File: src/rtl/hamming_scrubber_pkg.sv
// Shared Hamming(12,8) constants and scrubber state encoding.
package hamming_pkg;
  localparam int CW_W   = 12;
  localparam int DATA_W = 8;

  // Parity coverage: bit i set when Hamming position i+1 contributes to that check
  localparam logic [CW_W-1:0] P1 = 12'h555;
  localparam logic [CW_W-1:0] P2 = 12'h666;
  localparam logic [CW_W-1:0] P4 = 12'h878;
  localparam logic [CW_W-1:0] P8 = 12'hF80;

  typedef enum logic [2:0] {
    S_IDLE,
    S_RD_REQ,
    S_RD_WAIT,
    S_CHECK,
    S_WR_REQ,
    S_NEXT,
    S_DONE
  } scrub_state_e;
endpackage

File: src/rtl/hamming12_syndrome.sv
// Combinational Hamming(12,8) syndrome with single-error correction.
module hamming12_syndrome
  import hamming_pkg::*;
(
  input  logic [CW_W-1:0] cw_i,
  output logic [3:0]      syn_o,
  output logic [CW_W-1:0] corr_o,
  output logic            corr_vld_o,
  output logic            uncorr_o
);
  assign syn_o = {^(cw_i & P8), ^(cw_i & P4), ^(cw_i & P2), ^(cw_i & P1)};

  // Syndromes 13..15 name positions that do not exist in a 12-bit word
  assign uncorr_o   = syn_o[3] & syn_o[2] & (syn_o[1] | syn_o[0]);
  assign corr_vld_o = (syn_o != 4'd0) && !uncorr_o;

  always_comb begin
    corr_o = cw_i;
    if (corr_vld_o) corr_o = cw_i ^ (CW_W'(1) << (syn_o - 4'd1));
  end
endmodule

File: src/rtl/hamming_scrubber.sv
// Background scrubber: walks DEPTH codewords, writes back single-bit fixes, counts errors.
module hamming_scrubber
  import hamming_pkg::*;
#(
  parameter int DEPTH  = 16,
  parameter int ADDR_W = $clog2(DEPTH),
  parameter int CNT_W  = 8
) (
  input  logic              i_clk,
  input  logic              i_rst_n,
  input  logic              i_start,
  output logic              o_busy,
  output logic              o_done,
  output logic              o_mem_req,
  output logic              o_mem_we,
  output logic [ADDR_W-1:0] o_mem_addr,
  output logic [CW_W-1:0]   o_mem_wdata,
  input  logic              i_mem_gnt,
  input  logic [CW_W-1:0]   i_mem_rdata,
  output logic [CNT_W-1:0]  o_corr_cnt,
  output logic [CNT_W-1:0]  o_uncorr_cnt,
  output logic [ADDR_W-1:0] o_err_addr
);
  scrub_state_e      state_q, state_d;
  logic [ADDR_W-1:0] addr_q, addr_d;
  logic [ADDR_W-1:0] err_addr_q, err_addr_d;
  logic [CW_W-1:0]   rdata_q, rdata_d;
  logic [CW_W-1:0]   wdata_q, wdata_d;
  logic [CNT_W-1:0]  corr_q, corr_d;
  logic [CNT_W-1:0]  uncorr_q, uncorr_d;

  logic [3:0]        syn;
  logic [CW_W-1:0]   fixed;
  logic              fix_vld, bad;

  hamming12_syndrome u_syn (
    .cw_i       (rdata_q),
    .syn_o      (syn),
    .corr_o     (fixed),
    .corr_vld_o (fix_vld),
    .uncorr_o   (bad)
  );

  always_ff @(posedge i_clk or negedge i_rst_n) begin
    if (!i_rst_n) begin
      state_q    <= S_IDLE;
      addr_q     <= '0;
      err_addr_q <= '0;
      rdata_q    <= '0;
      wdata_q    <= '0;
      corr_q     <= '0;
      uncorr_q   <= '0;
    end else begin
      state_q    <= state_d;
      addr_q     <= addr_d;
      err_addr_q <= err_addr_d;
      rdata_q    <= rdata_d;
      wdata_q    <= wdata_d;
      corr_q     <= corr_d;
      uncorr_q   <= uncorr_d;
    end
  end

  always_comb begin
    state_d    = state_q;
    addr_d     = addr_q;
    err_addr_d = err_addr_q;
    rdata_d    = rdata_q;
    wdata_d    = wdata_q;
    corr_d     = corr_q;
    uncorr_d   = uncorr_q;
    case (state_q)
      S_IDLE: if (i_start) begin
        corr_d   = '0;
        uncorr_d = '0;
        addr_d   = '0;
        state_d  = S_RD_REQ;
      end
      S_RD_REQ:  if (i_mem_gnt) state_d = S_RD_WAIT;
      S_RD_WAIT: begin
        rdata_d = i_mem_rdata;
        state_d = S_CHECK;
      end
      S_CHECK: begin
        state_d = S_NEXT;
        if (fix_vld) begin
          wdata_d    = fixed;
          err_addr_d = addr_q;
          if (corr_q != {CNT_W{1'b1}}) corr_d = corr_q + 1'b1;
          state_d    = S_WR_REQ;
        end else if (bad) begin
          err_addr_d = addr_q;
          if (uncorr_q != {CNT_W{1'b1}}) uncorr_d = uncorr_q + 1'b1;
        end
      end
      S_WR_REQ: if (i_mem_gnt) state_d = S_NEXT;
      S_NEXT: begin
        if (addr_q == ADDR_W'(DEPTH - 1)) state_d = S_DONE;
        else begin
          addr_d  = addr_q + 1'b1;
          state_d = S_RD_REQ;
        end
      end
      S_DONE:  state_d = S_IDLE;
      default: state_d = S_IDLE;
    endcase
  end

  // Request outputs decode straight from state so an async reset drops req at once
  assign o_busy       = (state_q != S_IDLE);
  assign o_done       = (state_q == S_DONE);
  assign o_mem_req    = (state_q == S_RD_REQ) || (state_q == S_WR_REQ);
  assign o_mem_we     = (state_q == S_WR_REQ);
  assign o_mem_addr   = addr_q;
  assign o_mem_wdata  = wdata_q;
  assign o_corr_cnt   = corr_q;
  assign o_uncorr_cnt = uncorr_q;
  assign o_err_addr   = err_addr_q;
endmodule

File: config.mk
export PLATFORM = sky130hd
export DESIGN_NAME = hamming_scrubber
export DESIGN_NICKNAME = d
export VERILOG_FILES = /design/src/rtl/hamming_scrubber_pkg.sv /design/src/rtl/hamming12_syndrome.sv /design/src/rtl/hamming_scrubber.sv
export SDC_FILE = /design/constraint.sdc
export NUM_CORES = 1
export LEC_CHECK = 0
export CAP_MARGIN = 10
export CORE_MARGIN = 1.5
export CORE_UTILIZATION = 34
export DETAILED_ROUTE_END_ITERATION = 16
export GPL_TIMING_DRIVEN = 0
export MAX_ROUTING_LAYER = met4
export PLACE_DENSITY = 0.56
export SKIP_CTS_REPAIR_TIMING = 1
export SYNTH_ARGS = -nofsm -noshare
export SYNTH_HDL_FRONTEND = slang
export SYNTH_SLANG_ARGS = --single-unit
File: constraint.sdc
create_clock -name i_clk -period 3 [get_ports i_clk]
set_clock_uncertainty 0.15 [all_clocks]
set_input_delay 0.6 -clock i_clk [delete_from_list [all_inputs] [get_ports i_clk]]
set_output_delay 0.6 -clock i_clk [all_outputs]
set_load 0.1 [all_outputs]
# Yosys cells after proc, flatten, opt, wreduce, memory -nomap -nowiden
# Index checks and enable logic that the tools add are counted.
# totals
word_cells	72
inputBits	16
ram_bits	0
reg_bits	51
latchBits	0
n_memories	0
mem_bits_ro	0
output_inout_bits	40
# classes
n_div	0
shifts	1
muxes	19
reduce_logical	19
n_eq_ne	18
bitwise_logic	4
mul	0
order_cmp	0
addsub	4
# ops
cell	count
8-bit 2-to-1 mux	6
12-bit XOR reduction	4
8-bit case mux with 2 select lines	2
3-bit case mux with 6 select lines	1
8-bit by 1-bit adder with 8-bit output, second input constant	2
4-bit 2-to-1 mux	4
8-bit != test, second input constant	2
2-bit != test, second input constant	7
3-bit 2-to-1 mux	4
1-bit by 4-bit << shifter with 12-bit output, first input constant	1
12-bit bitwise XOR	1
3-bit == test, second input constant	3
4-bit case mux with 2 select lines	1
3-bit by 2-bit == test with 1-bit output, second input constant	2
3-bit AND reduction	2
2-bit nonzero test	3
5-bit AND reduction	1
4-bit by 1-bit adder with 4-bit output, second input constant	1
4-bit == test, second input constant	1
2-bit by 1-bit != test with 1-bit output, second input constant	2
2-bit AND reduction	2
4-bit AND reduction	1
4-bit nonzero test	1
4-bit by 1-bit subtractor with 4-bit output, second input constant	1
9 further kinds	10

# Depth between registers and ports, before layout
# logic_depth
ltp_word	7
mapped_depth	8
depth_no_buf	7

# Modules after synthesis
# From an unflattened synthesis, not the netlist that was laid out.
# hier_totals
cells_unflattened	249
hier_area_um2	2841.5
# by_module_without_submodules
module	area_per_inst_um2	n_inst	cells_per_inst	seq_area_each_um2
hamming_scrubber	2372.3	1	205	1276.2
hamming12_syndrome	469.2	1	44	0.0

# Least setup slack after synthesis
# Ideal clock, no wire load.
# synth_path
kind	reg2out
from	register state_q[2]
to	output port o_mem_we
arrival_time_ns	2.877
path_buffers	1
stages_incl_launch_ff	3
slack_ns	-0.627
required_time_ns	2.250
cell_sequence	dfrtp_1 > clkbuf_1 > nor3b_1
# synth_via
elab_chain_cells	1
# synth_lines
item	line	source
start, declared	hamming_scrubber.sv:24	scrub_state_e state_q, state_d;
start signal, assigned	hamming_scrubber.sv:54	state_q <= state_d;
3-bit == test	hamming_scrubber.sv:113	assign o_mem_we = (state_q == S_WR_REQ);
end, declared	hamming_scrubber.sv:15	output logic o_mem_we,
# Every way passes these cells.

# Worst setup path after layout
# layout_path
from	register rdata_q[6]
to	register wdata_q[9], in the netlist o_mem_wdata[9]
# layout_via
elab_chain_cells	6
elab_cells_between_ends	13
classes_between	1 x add/sub; 1 x shift; 4 x bitwise; 7 x reduce/logical
# layout_lines
item	line	source
start, declared	hamming_scrubber.sv:27	logic [CW_W-1:0] rdata_q, rdata_d;
start signal, assigned	hamming_scrubber.sv:57	rdata_q <= rdata_d;
parallel branches: the longest is 6 deep, another holds 4-bit by 1-bit subtractor with 4-bit output	n/a	
end signal, assigned	hamming_scrubber.sv:58	wdata_q <= wdata_d;
end, declared	hamming_scrubber.sv:28	logic [CW_W-1:0] wdata_q, wdata_d;
# Parallel ways; which one is timed is not known.
# A chain may end at the register's enable or synchronous reset.

==> results.rst <==
.. list-table::
   :header-rows: 1

   * - Metric
     - Value
   * - Sum of routed wire length over all layers
     - 6320 um
   * - HPWL reported at the end of detailed placement
     - 4680 um
   * - Quantity of I/O buffers inserted on ports
     - 55
   * - Global placement routability congestion
     - 0.823
   * - Max capacitance violation total
     - 0
   * - Worst Path Max Fanout
     - 10
   * - Final cycle utilization of the critical path
     - 0.955
   * - Initial core utilization
     - 0.349
   * - Number of failing hold endpoints at the final stage
     - 0
   * - Capture point of the worst reg-to-reg path
     - o_mem_wdata[9]
   * - Share of post-route cells with drive strength above 1
     - 0.121
   * - Delay contributed by the slowest stage of the critical path
     - 0.60 ns
   * - Sequential share of the synthesized area
     - 0.447
   * - Largest net degree at the start of global routing
     - 30
   * - WP buf/inv
     - 1
   * - CP cell instances
     - xnor2_2 -> xor3_1 -> a41oi_2 -> and2_1 -> buf_4 -> mux2_2
   * - Crit path arrival time
     - 2.91 ns
   * - Sum of negative setup slack
     - 0 ns
   * - Actual slew at the worst max-slew pin
     - 0.979 ns
   * - Worst slew margin relative to its limit
     - 0.345
   * - FF+latch count, synth
     - 51
   * - Antenna violations before repair
     - 0
   * - Synthesized Nets
     - 293
   * - Worst Setup Path Type
     - reg -> reg
   * - Achievable clock frequency
     - 349 MHz
   * - Longest Clk Path Bufs
     - 2
   * - Beginning of the critical path
     - rdata_q[6]
   * - WL/cell
     - 14.3 um
   * - Type of destination of the critical path
     - flip-flop
   * - Async set-reset flop share out of synthesis
     - 1.00
   * - DR iter-0 viols
     - 100
   * - Num CTS Buffers
     - 5
   * - Average cell area after synthesis
     - 10.4 um^2
   * - Number of global-route vias before repair
     - 2203
   * - Remaining number of nets flagged by the antenna check after routing
     - 0
   * - Via count
     - 2239
   * - Final critical delay including setup and external delays
     - 2.87 ns
   * - Cell Rows
     - 33
   * - Number of antenna repair diodes
     - 0
   * - Congestion Overflow GR
     - 0
   * - Largest cells by area after synthesis
     - sky130_fd_sc_hd__dfrtp_1 45%, sky130_fd_sc_hd__mux2_2 7.5%, sky130_fd_sc_hd__xnor2_1 4.3%, sky130_fd_sc_hd__nor2_1 3.9%, sky130_fd_sc_hd__xor3_1 3.3%
   * - Number of top-level pins
     - 56
   * - Max-slew violation count
     - 0
   * - Clock latency on the worst-skew pair
     - 0.31 ns
   * - Synthesized netlist cell count
     - 274
   * - Slowest-stage cell, CP
     - sky130_fd_sc_hd__xor3_1
   * - Number of nets in the layout
     - 356
   * - Status
     - complete, no violations
   * - Path category of the worst min-delay check
     - in -> async
   * - Number of failing setup endpoints in the final timing report
     - 0
   * - Die Y-Extent
     - 94.6 um
   * - Clock tree root driver cell
     - sky130_fd_sc_hd__clkbuf_8
   * - DRC violation count after routing
     - 0
   * - Proportion of netlist area held by the largest area contributor
     - 0.447
   * - Primary flip-flop cell chosen by synthesis mapping
     - sky130_fd_sc_hd__dfrtp_1
   * - Length in cells of the worst reg-to-reg path
     - 6
   * - RSZ-0062 raised after global routing
     - false
   * - CTS tree
     - yes
   * - Number of H-tree branching levels
     - 2
   * - DR pass1 iterations
     - 4
   * - Highest-count cells in the layout ignoring fill and taps
     - 51 x sky130_fd_sc_hd__clkdlybuf4s50_1, 51 x sky130_fd_sc_hd__dfrtp_1, 30 x sky130_fd_sc_hd__nor2_1
   * - Number of synthesized flops with an enable pin
     - 0
   * - Synth Warn #
     - 0
   * - Worst R2R Start
     - rdata_q[6]
   * - Horizontal extent of the die
     - 94.6 um
   * - Via density
     - 5.05
   * - Clock transition at path regs
     - 0.09 ns
   * - Unique masters post-synth
     - 49
   * - Largest area contributor in the synthesized netlist
     - sky130_fd_sc_hd__dfrtp_1
   * - Post-synthesis instance area
     - 2850 um^2
   * - R2R Setup Slk
     - 0.13 ns
   * - Die ar.
     - 8950 um^2
   * - CORE AREA
     - 8180 um^2
   * - Family with the most delay on the worst path
     - XOR/XNOR gates
   * - Global router's overall resource usage
     - 0.157
   * - Synthesis-to-layout area growth
     - 27.7%
   * - CTS sink count
     - 51
   * - Data required time of the worst path
     - 3.05 ns
   * - Critical Path Source Type
     - flip-flop
   * - Global-route wire length before repair
     - 10600 um
final cells by class:
| type | instances | area, um^2 |
|---|---|---|
| multi-input combinational | 210 | 1520 |
| buffer | 10 | 50.0 |
| fill | 802 | 4530 |
| timing repair buffer | 56 | 573 |
| clock buffer | 7 | 76.3 |
| clock inverter | 1 | 5.00 |
| sequential | 51 | 1280 |
| tap | 105 | 131 |
| inverter | 3 | 11.3 |
worst max path at each step:
stage	cells past startpoint	end
floorplan	7	o_corr_cnt[7]
global placement	1	o_corr_cnt[5]
detailed placement	6	o_mem_wdata[9]
CTS	3	o_mem_we
global route	6	o_mem_wdata[9]
finish	6	o_mem_wdata[9]
sequential cells by signal (all words and copies together), names as in the netlist:
signal,count
o_uncorr_cnt,8
o_mem_wdata,12
o_err_addr,4
o_corr_cnt,8
state_q,3
o_mem_addr,4
rdata_q,12
routing by layer:
layer	part of all wire	GRT usage	vias up
li1	-	-	1103
met1	0.48	0.216	1079
met2	0.46	0.238	48
met3	0.040	0.0201	9
met4	0.015	0.0547	0
met5	0	-	-
synth_stat cells (all sizes together), types with 2 or more instances:
library cell and count:
a21o 2, a21oi 17, a31oi 2, and2 3
and3 5, buf 3, clkbuf 7, dfrtp 51
ha 3, inv 3, mux2 19, mux2i 3
nand2 25, nand2b 3, nand3 11, nand3b 2
nand4 4, nor2 30, nor3 4, nor3b 2
nor4 4, o211ai 2, o21ai 15, o22ai 2
o31ai 4, or2 2, or3 4, xnor2 16
xnor3 4, xor2 8, xor3 4
logic make-up after synthesis:
kind of cell / Yosys count / share of synthesized area
xor+xnor: 32 / 0.145
simple gates: 102 / 0.172
flops: 51 / 0.447
fa+ha+maj: 3 / 0.0132
compound gates: 51 / 0.116
mux: 22 / 0.0855
buf+inv: 13 / 0.0215
per-stage QoR:
step | cell area [um^2] | setup WS [ns] | hold WS (ns) | utilization | cells
6_report | 3640 | 0.135 | 0.123 | 0.446 | 443
5_1_grt | 3640 | 0.0206 | 0.166 | 0.446 | 443
4_1_cts | 3640 | -0.185 | 0.140 | 0.445 | 443
3_5_place_dp | 3550 | 0.141 | 0.348 | 0.435 | 435
3_3_place_gp | 3540 | -0.439 | 0.345 | 0.433 | 434
2_1_floorplan | 2860 | 0.253 | 0.154 | - | 274
Power is not shown: default switching activity piles up to over one toggle a cycle in this logic, so the estimate is an artifact.
